==> src/rtl/seq_pkg.sv <==
// Shared types and constants for the serial pattern detector.
package seq_pkg;

   // Detector state: still collecting the first N bits, or holding a full window
   typedef enum logic {
      FILL  = 1'b0,
      ARMED = 1'b1
   } seqState_t;

   localparam int         DEF_N       = 4;
   localparam logic [3:0] DEF_PATTERN = 4'b1011;

   // Bits needed for a fill counter that must reach the value n itself
   function automatic int fillWidth(input int n);
      return $clog2(n + 1);
   endfunction

endpackage

==> src/rtl/seq_shift_win.sv <==
// N-bit MSB-first shift window with a saturating fill counter.
// The look-ahead window value is exported so the comparator can judge the
// bit being accepted on this edge; flush wins over shift.
module seq_shift_win
   import seq_pkg::*;
#(
   parameter int N = DEF_N
) (
   input  logic         clk,
   input  logic         rst,
   input  logic         i_shift,
   input  logic         i_bit,
   input  logic         i_flush,
   output logic [N-1:0] o_winNext,
   output logic         o_full,
   output logic         o_almostFull
);

   localparam int                 FILL_W   = fillWidth(N);
   localparam logic [FILL_W-1:0] FULL_CNT = FILL_W'(N);
   localparam logic [FILL_W-1:0] ALMOST   = FILL_W'(N - 1);

   logic [N-1:0]      r_win;
   logic [FILL_W-1:0] r_fill;
   logic [N-1:0]      w_shifted;

   // Look-ahead window: what the register will hold if this bit is shifted in
   always_comb begin
      w_shifted    = {r_win[N-2:0], i_bit};
      o_winNext    = i_shift ? w_shifted : r_win;
      o_full       = (r_fill == FULL_CNT);
      o_almostFull = (r_fill == ALMOST);
   end

   // Window and fill counter; the counter stops at N once the window is full
   always_ff @(posedge clk or negedge rst) begin
      if (!rst) begin
         r_win  <= '0;
         r_fill <= '0;
      end else if (i_flush) begin
         r_win  <= '0;
         r_fill <= '0;
      end else if (i_shift) begin
         r_win <= w_shifted;
         if (r_fill != FULL_CNT) begin
            r_fill <= r_fill + 1'b1;
         end
      end
   end

endmodule

==> src/rtl/seq_detector.sv <==
// Serial pattern detector: checker for the sequence-generator link.
// Flags each occurrence of PATTERN (first received bit against PATTERN[N-1]),
// counts matches with saturation and keeps a sticky seen flag.
// Build option: define SEQ_DETECTOR_OVERLAP_EN to allow overlapping matches;
// without it a match flushes the window so the next match needs N fresh bits.
module seq_detector
   import seq_pkg::*;
#(
   parameter int           N       = DEF_N,
   parameter logic [N-1:0] PATTERN = DEF_PATTERN,
   parameter int           COUNT_W = 8
) (
   input  logic               clk,
   input  logic               rst,
   input  logic               bit_i,
   input  logic               valid_i,
   input  logic               count_clr,
   output logic               match,
   output logic [COUNT_W-1:0] match_cnt,
   output logic               seen,
   output logic               armed
);

   logic [N-1:0] w_winNext;
   logic         w_full;
   logic         w_almostFull;
   logic         w_fullNext;
   logic         w_hit;
   logic         w_flush;
   seqState_t    r_state;

   seq_shift_win #(
      .N(N)
   ) u_win (
      .clk         (clk),
      .rst         (rst),
      .i_shift     (valid_i),
      .i_bit       (bit_i),
      .i_flush     (w_flush),
      .o_winNext   (w_winNext),
      .o_full      (w_full),
      .o_almostFull(w_almostFull)
   );

   // Comparator on the look-ahead window; a partly filled window never matches
   always_comb begin
      w_fullNext = w_full | (valid_i & w_almostFull);
      w_hit      = valid_i & w_fullNext & (w_winNext == PATTERN);
`ifdef SEQ_DETECTOR_OVERLAP_EN
      w_flush    = 1'b0;
`else
      w_flush    = w_hit;
`endif
   end

   // FSM with registered match pulse, saturating counter, sticky flag and armed
   always_ff @(posedge clk or negedge rst) begin
      if (!rst) begin
         r_state   <= FILL;
         armed     <= 1'b0;
         match     <= 1'b0;
         match_cnt <= '0;
         seen      <= 1'b0;
      end else begin
         match <= w_hit;
         if (w_hit) begin
            seen <= 1'b1;
         end
         if (count_clr) begin
            match_cnt <= COUNT_W'(w_hit);
         end else if (w_hit && (match_cnt != {COUNT_W{1'b1}})) begin
            match_cnt <= match_cnt + 1'b1;
         end
         case (r_state)
            FILL: begin
               if (w_fullNext && !w_flush) begin
                  r_state <= ARMED;
                  armed   <= 1'b1;
               end
            end
            ARMED: begin
               if (w_flush) begin
                  r_state <= FILL;
                  armed   <= 1'b0;
               end
            end
            default: begin
               r_state <= FILL;
               armed   <= 1'b0;
            end
         endcase
      end
   end

endmodule
==> config.mk <==
export PLATFORM = sky130hd
export DESIGN_NAME = seq_detector
export DESIGN_NICKNAME = d
export VERILOG_FILES = /design/src/rtl/seq_pkg.sv /design/src/rtl/seq_shift_win.sv /design/src/rtl/seq_detector.sv
export SDC_FILE = /design/constraint.sdc
export NUM_CORES = 1
export LEC_CHECK = 0
export BUFFER_PORTS_ARGS = -buffer_cell sky130_fd_sc_hd__buf_2
export CORE_MARGIN = 5
export CORE_UTILIZATION = 40
export DETAILED_ROUTE_END_ITERATION = 6
export HOLD_SLACK_MARGIN = 0.08
export PLACE_DENSITY = 0.61
export SLEW_MARGIN = 15
export SYNTH_ARGS = -nofsm -noshare
export SYNTH_HDL_FRONTEND = slang
export SYNTH_SLANG_ARGS = --single-unit
==> constraint.sdc <==
create_clock -name clk -period 3.2 [get_ports clk]
set_input_delay 0.48 -clock clk [delete_from_list [all_inputs] [get_ports clk]]
set_output_delay 0.48 -clock clk [all_outputs]
set_load 0.05 [all_outputs]
==> flow_metrics.env <==
export IMPL_die_w_um=58.0
export IMPL_grt_pass1_wl_um=3370
export IMPL_critPathBufInv=1
export IMPL_drt_first_pass_iters=4
export IMPL_path_max_fanout=18
export IMPL_dieArea_mm2=0.00337
export IMPL_post_cts_resized=0
export IMPL_drive_above_1_share_pct=18.6
export IMPL_max_freq_mhz=423
export IMPL_routedWlPerCell_um=13.2
export IMPL_synthesis_area_um2=922
export IMPL_cts_buffers=3
export IMPL_cts_root_buf="clkbuf_4"
export IMPL_crit_required_ps=3450
export IMPL_critPathCaptureType="flop"
export IMPL_grt_pass1_vias=768
export IMPL_overflow=0
export IMPL_timing_final_crit_share_pct=73.8
export IMPL_finalClockSkew_ps=3.97
export IMPL_yosys_register_bits=18
export IMPL_rsz0062_at_grt="no"
export IMPL_layout_area_overhead_vs_synth_pct=13.3
export IMPL_status="finished clean"
export IMPL_antenna_found_initial=0
export IMPL_cts_tree="done"
export IMPL_io_pins=16
export IMPL_path_class="reg2reg"
export IMPL_final_cells=141
export IMPL_clk_pin_slew_ps=110
export IMPL_place_hpwl_um=1300
export IMPL_powerDensity_mw_per_mm2=609
export IMPL_path_cells="ha_1 > ha_1 > a21oi_1 > or4_1 > clkinv_1 > o21ai_0 > a21o_1"
export IMPL_start_util_pct=41.7
export IMPL_synthesis_nets=107
export IMPL_min_period_ps=2360
export IMPL_viasPerCell=5.43
export IMPL_critPathLaunch="u_win.r_fill[0]"
export IMPL_die_h_um=58.0
export IMPL_maxCapViolCount=0
export IMPL_slew_violations=0
export IMPL_hold_viol=0
export IMPL_core_area_mm2=0.00221
export IMPL_worstReg2RegEnd="u_win.r_fill[0]"
export IMPL_setup_tns_ps=0
export IMPL_critical_path_top_delay_family="compound AO/OA/AOI/OAI gates"
export IMPL_ir_worst_vdd_mv=0.340
export IMPL_cts_setup_buffers=0
export IMPL_r2r_start="u_win.r_fill[0]"
export IMPL_ys_seq_area_share_pct=48.8
export IMPL_yosysUniqueCellTypes=28
export IMPL_clock_latency_ps=300
export IMPL_synthCells=98
export IMPL_setup_viol=0
export IMPL_diodes=0
export IMPL_rr_worst_depth=7
export IMPL_vias=765
export IMPL_clock_sinks=18
export IMPL_reg2reg_slack_ps=840
export IMPL_worst_path_max_delay_cell="or4_1"
export IMPL_htreeDepth=1
export IMPL_port_buffers=15
export IMPL_drc=0
export IMPL_slew_headroom_pct=67.8
export IMPL_cp_endpoint="u_win.r_fill[0]"
export IMPL_dp_cells=137
export IMPL_path_depth=7
export IMPL_num_rows=17
export IMPL_crit_top_cell="ha_1"
export IMPL_cpPeakStageDelay_ps=440
export IMPL_syn_avg_cell_area_um2=9.41
export IMPL_fin_nets=123
export IMPL_grt_usage_pct=12.7
export IMPL_post_cts_hold_buffer_count=0
export IMPL_leakage_nw=0.494
export IMPL_drt_total_wl_um=1860
export IMPL_ant_nets=0
export IMPL_arrival_ps=2610
export IMPL_start_kind="flop"
export IMPL_first_iter_violations=18
export IMPL_gp_congestion=0.740
export IMPL_grt_max_degree=19
export IMPL_clock_path_buffers=2
export IMPL_tightest_slew_ps=483
export IMPL_yosysWarnings=0
export IMPL_hold_class="in2async"
## sequential cells by signal, summed over array words and instances, names as in the netlist
| signal | flops |
|---|---|
| armed | 1 |
| match | 1 |
| r_state | 1 |
| match_cnt | 8 |
| u_win.r_win | 3 |
| seen | 1 |
| u_win.r_fill | 3 |
## layer usage
metal	share of wire (%)	GRT usage [%]
met2	45	18.7
met4	1.1	5.96
met1	50	17.7
met5	0	0
met3	3.8	2.90
## kinds of logic (layout without fill, tap and decap cells)
kind of cell    after synthesis  in the layout  synth area share, %
mux                           2              2                 2.31
flops                        18             18                 48.8
simple gates                 36             36                 20.2
compound gates               27             27                 17.8
fa+ha+maj                     4              4                 5.43
buf+inv                      11             26                 5.43
## synth_stat cells
library cell / instances / area [um^2]
nor2b_1: 3 / 18.8
buf_1: 1 / 3.75
mux2i_1: 1 / 10.0
nand2_4: 1 / 11.3
nor3_1: 2 / 10.0
a21o_1: 2 / 15.0
o21ai_0: 7 / 35.0
nand2_1: 11 / 41.3
ha_1: 4 / 50.1
nand2b_1: 1 / 6.26
a311oi_1: 1 / 8.76
dfrtp_1: 18 / 450
o31ai_1: 4 / 30.0
or3_1: 3 / 18.8
buf_2: 1 / 5.00
nor2_1: 5 / 18.8
o21bai_1: 1 / 7.51
nand4_1: 1 / 6.26
clkbuf_1: 1 / 3.75
o41ai_1: 1 / 8.76
a21oi_1: 10 / 50.1
clkinv_1: 1 / 3.75
mux2_2: 1 / 11.3
nand3_1: 5 / 25.0
buf_6: 1 / 11.3
o311ai_0: 1 / 8.76
or4_1: 4 / 30.0
inv_1: 6 / 22.5
## worst reg2reg max path, delay by kind of cell (launching register included)
kind / cells / cell delay [ps]
fa+ha+maj: 2 / 440
simple gates: 1 / 440
compound gates: 3 / 620
flops: 1 / 430
buf+inv: 1 / 390
## where the power goes
part	leakage, nW	internal [mW]	switching (mW)	total (mW)
sequential	0.228	0.267	0.0293	0.297
combinational	0.245	0.0671	0.127	0.195
clock	0.0210	0.0694	0.0753	0.145
total	0.494	0.404	0.232	0.636
## cell usage in the layout, fill, tap and decap left out, drive strengths merged
master,n
a21o,2
a21oi,10
a311oi,1
buf,15
clkbuf,4
clkinv,1
dfrtp,18
ha,4
inv,6
mux2,1
mux2i,1
nand2,12
nand2b,1
nand3,5
nand4,1
nor2,5
nor2b,3
nor3,2
o21ai,7
o21bai,1
o311ai,1
o31ai,4
o41ai,1
or3,3
or4,4
## layout make-up
| cell class | instances | area (um^2) |
|---|---|---|
| fillers | 228 | 1170 |
| flip-flops and latches | 18 | 450 |
| multi-input cells | 69 | 422 |
| repair buffers | 15 | 75.1 |
| clock buffers | 4 | 36.3 |
| well taps | 28 | 35.0 |
| inverters | 7 | 26.3 |
## how the worst min path moves through the flow
stage | startpoint | to
after detailed placement | rst | u_win.r_fill[0]
after global placement | rst | match
final | rst | u_win.r_fill[0]
after floorplan | rst | armed
after global routing | rst | match_cnt[6]
after CTS | rst | u_win.r_fill[0]
## stage by stage
stage	hold slack [ps]	worst slack [ps]	cell area, um^2	power [mW]	utilization [%]
after CTS	97.4	830	1040	0.644	47.2
after global placement	438	879	1010	0.491	45.6
after floorplan	184	1230	922	0.447	-
final	92.7	838	1040	0.636	47.2
after detailed placement	439	850	1010	0.496	45.6
after global routing	99.6	560	1040	0.689	47.2
No activity file was read; power rests on OpenSTA's default activity.
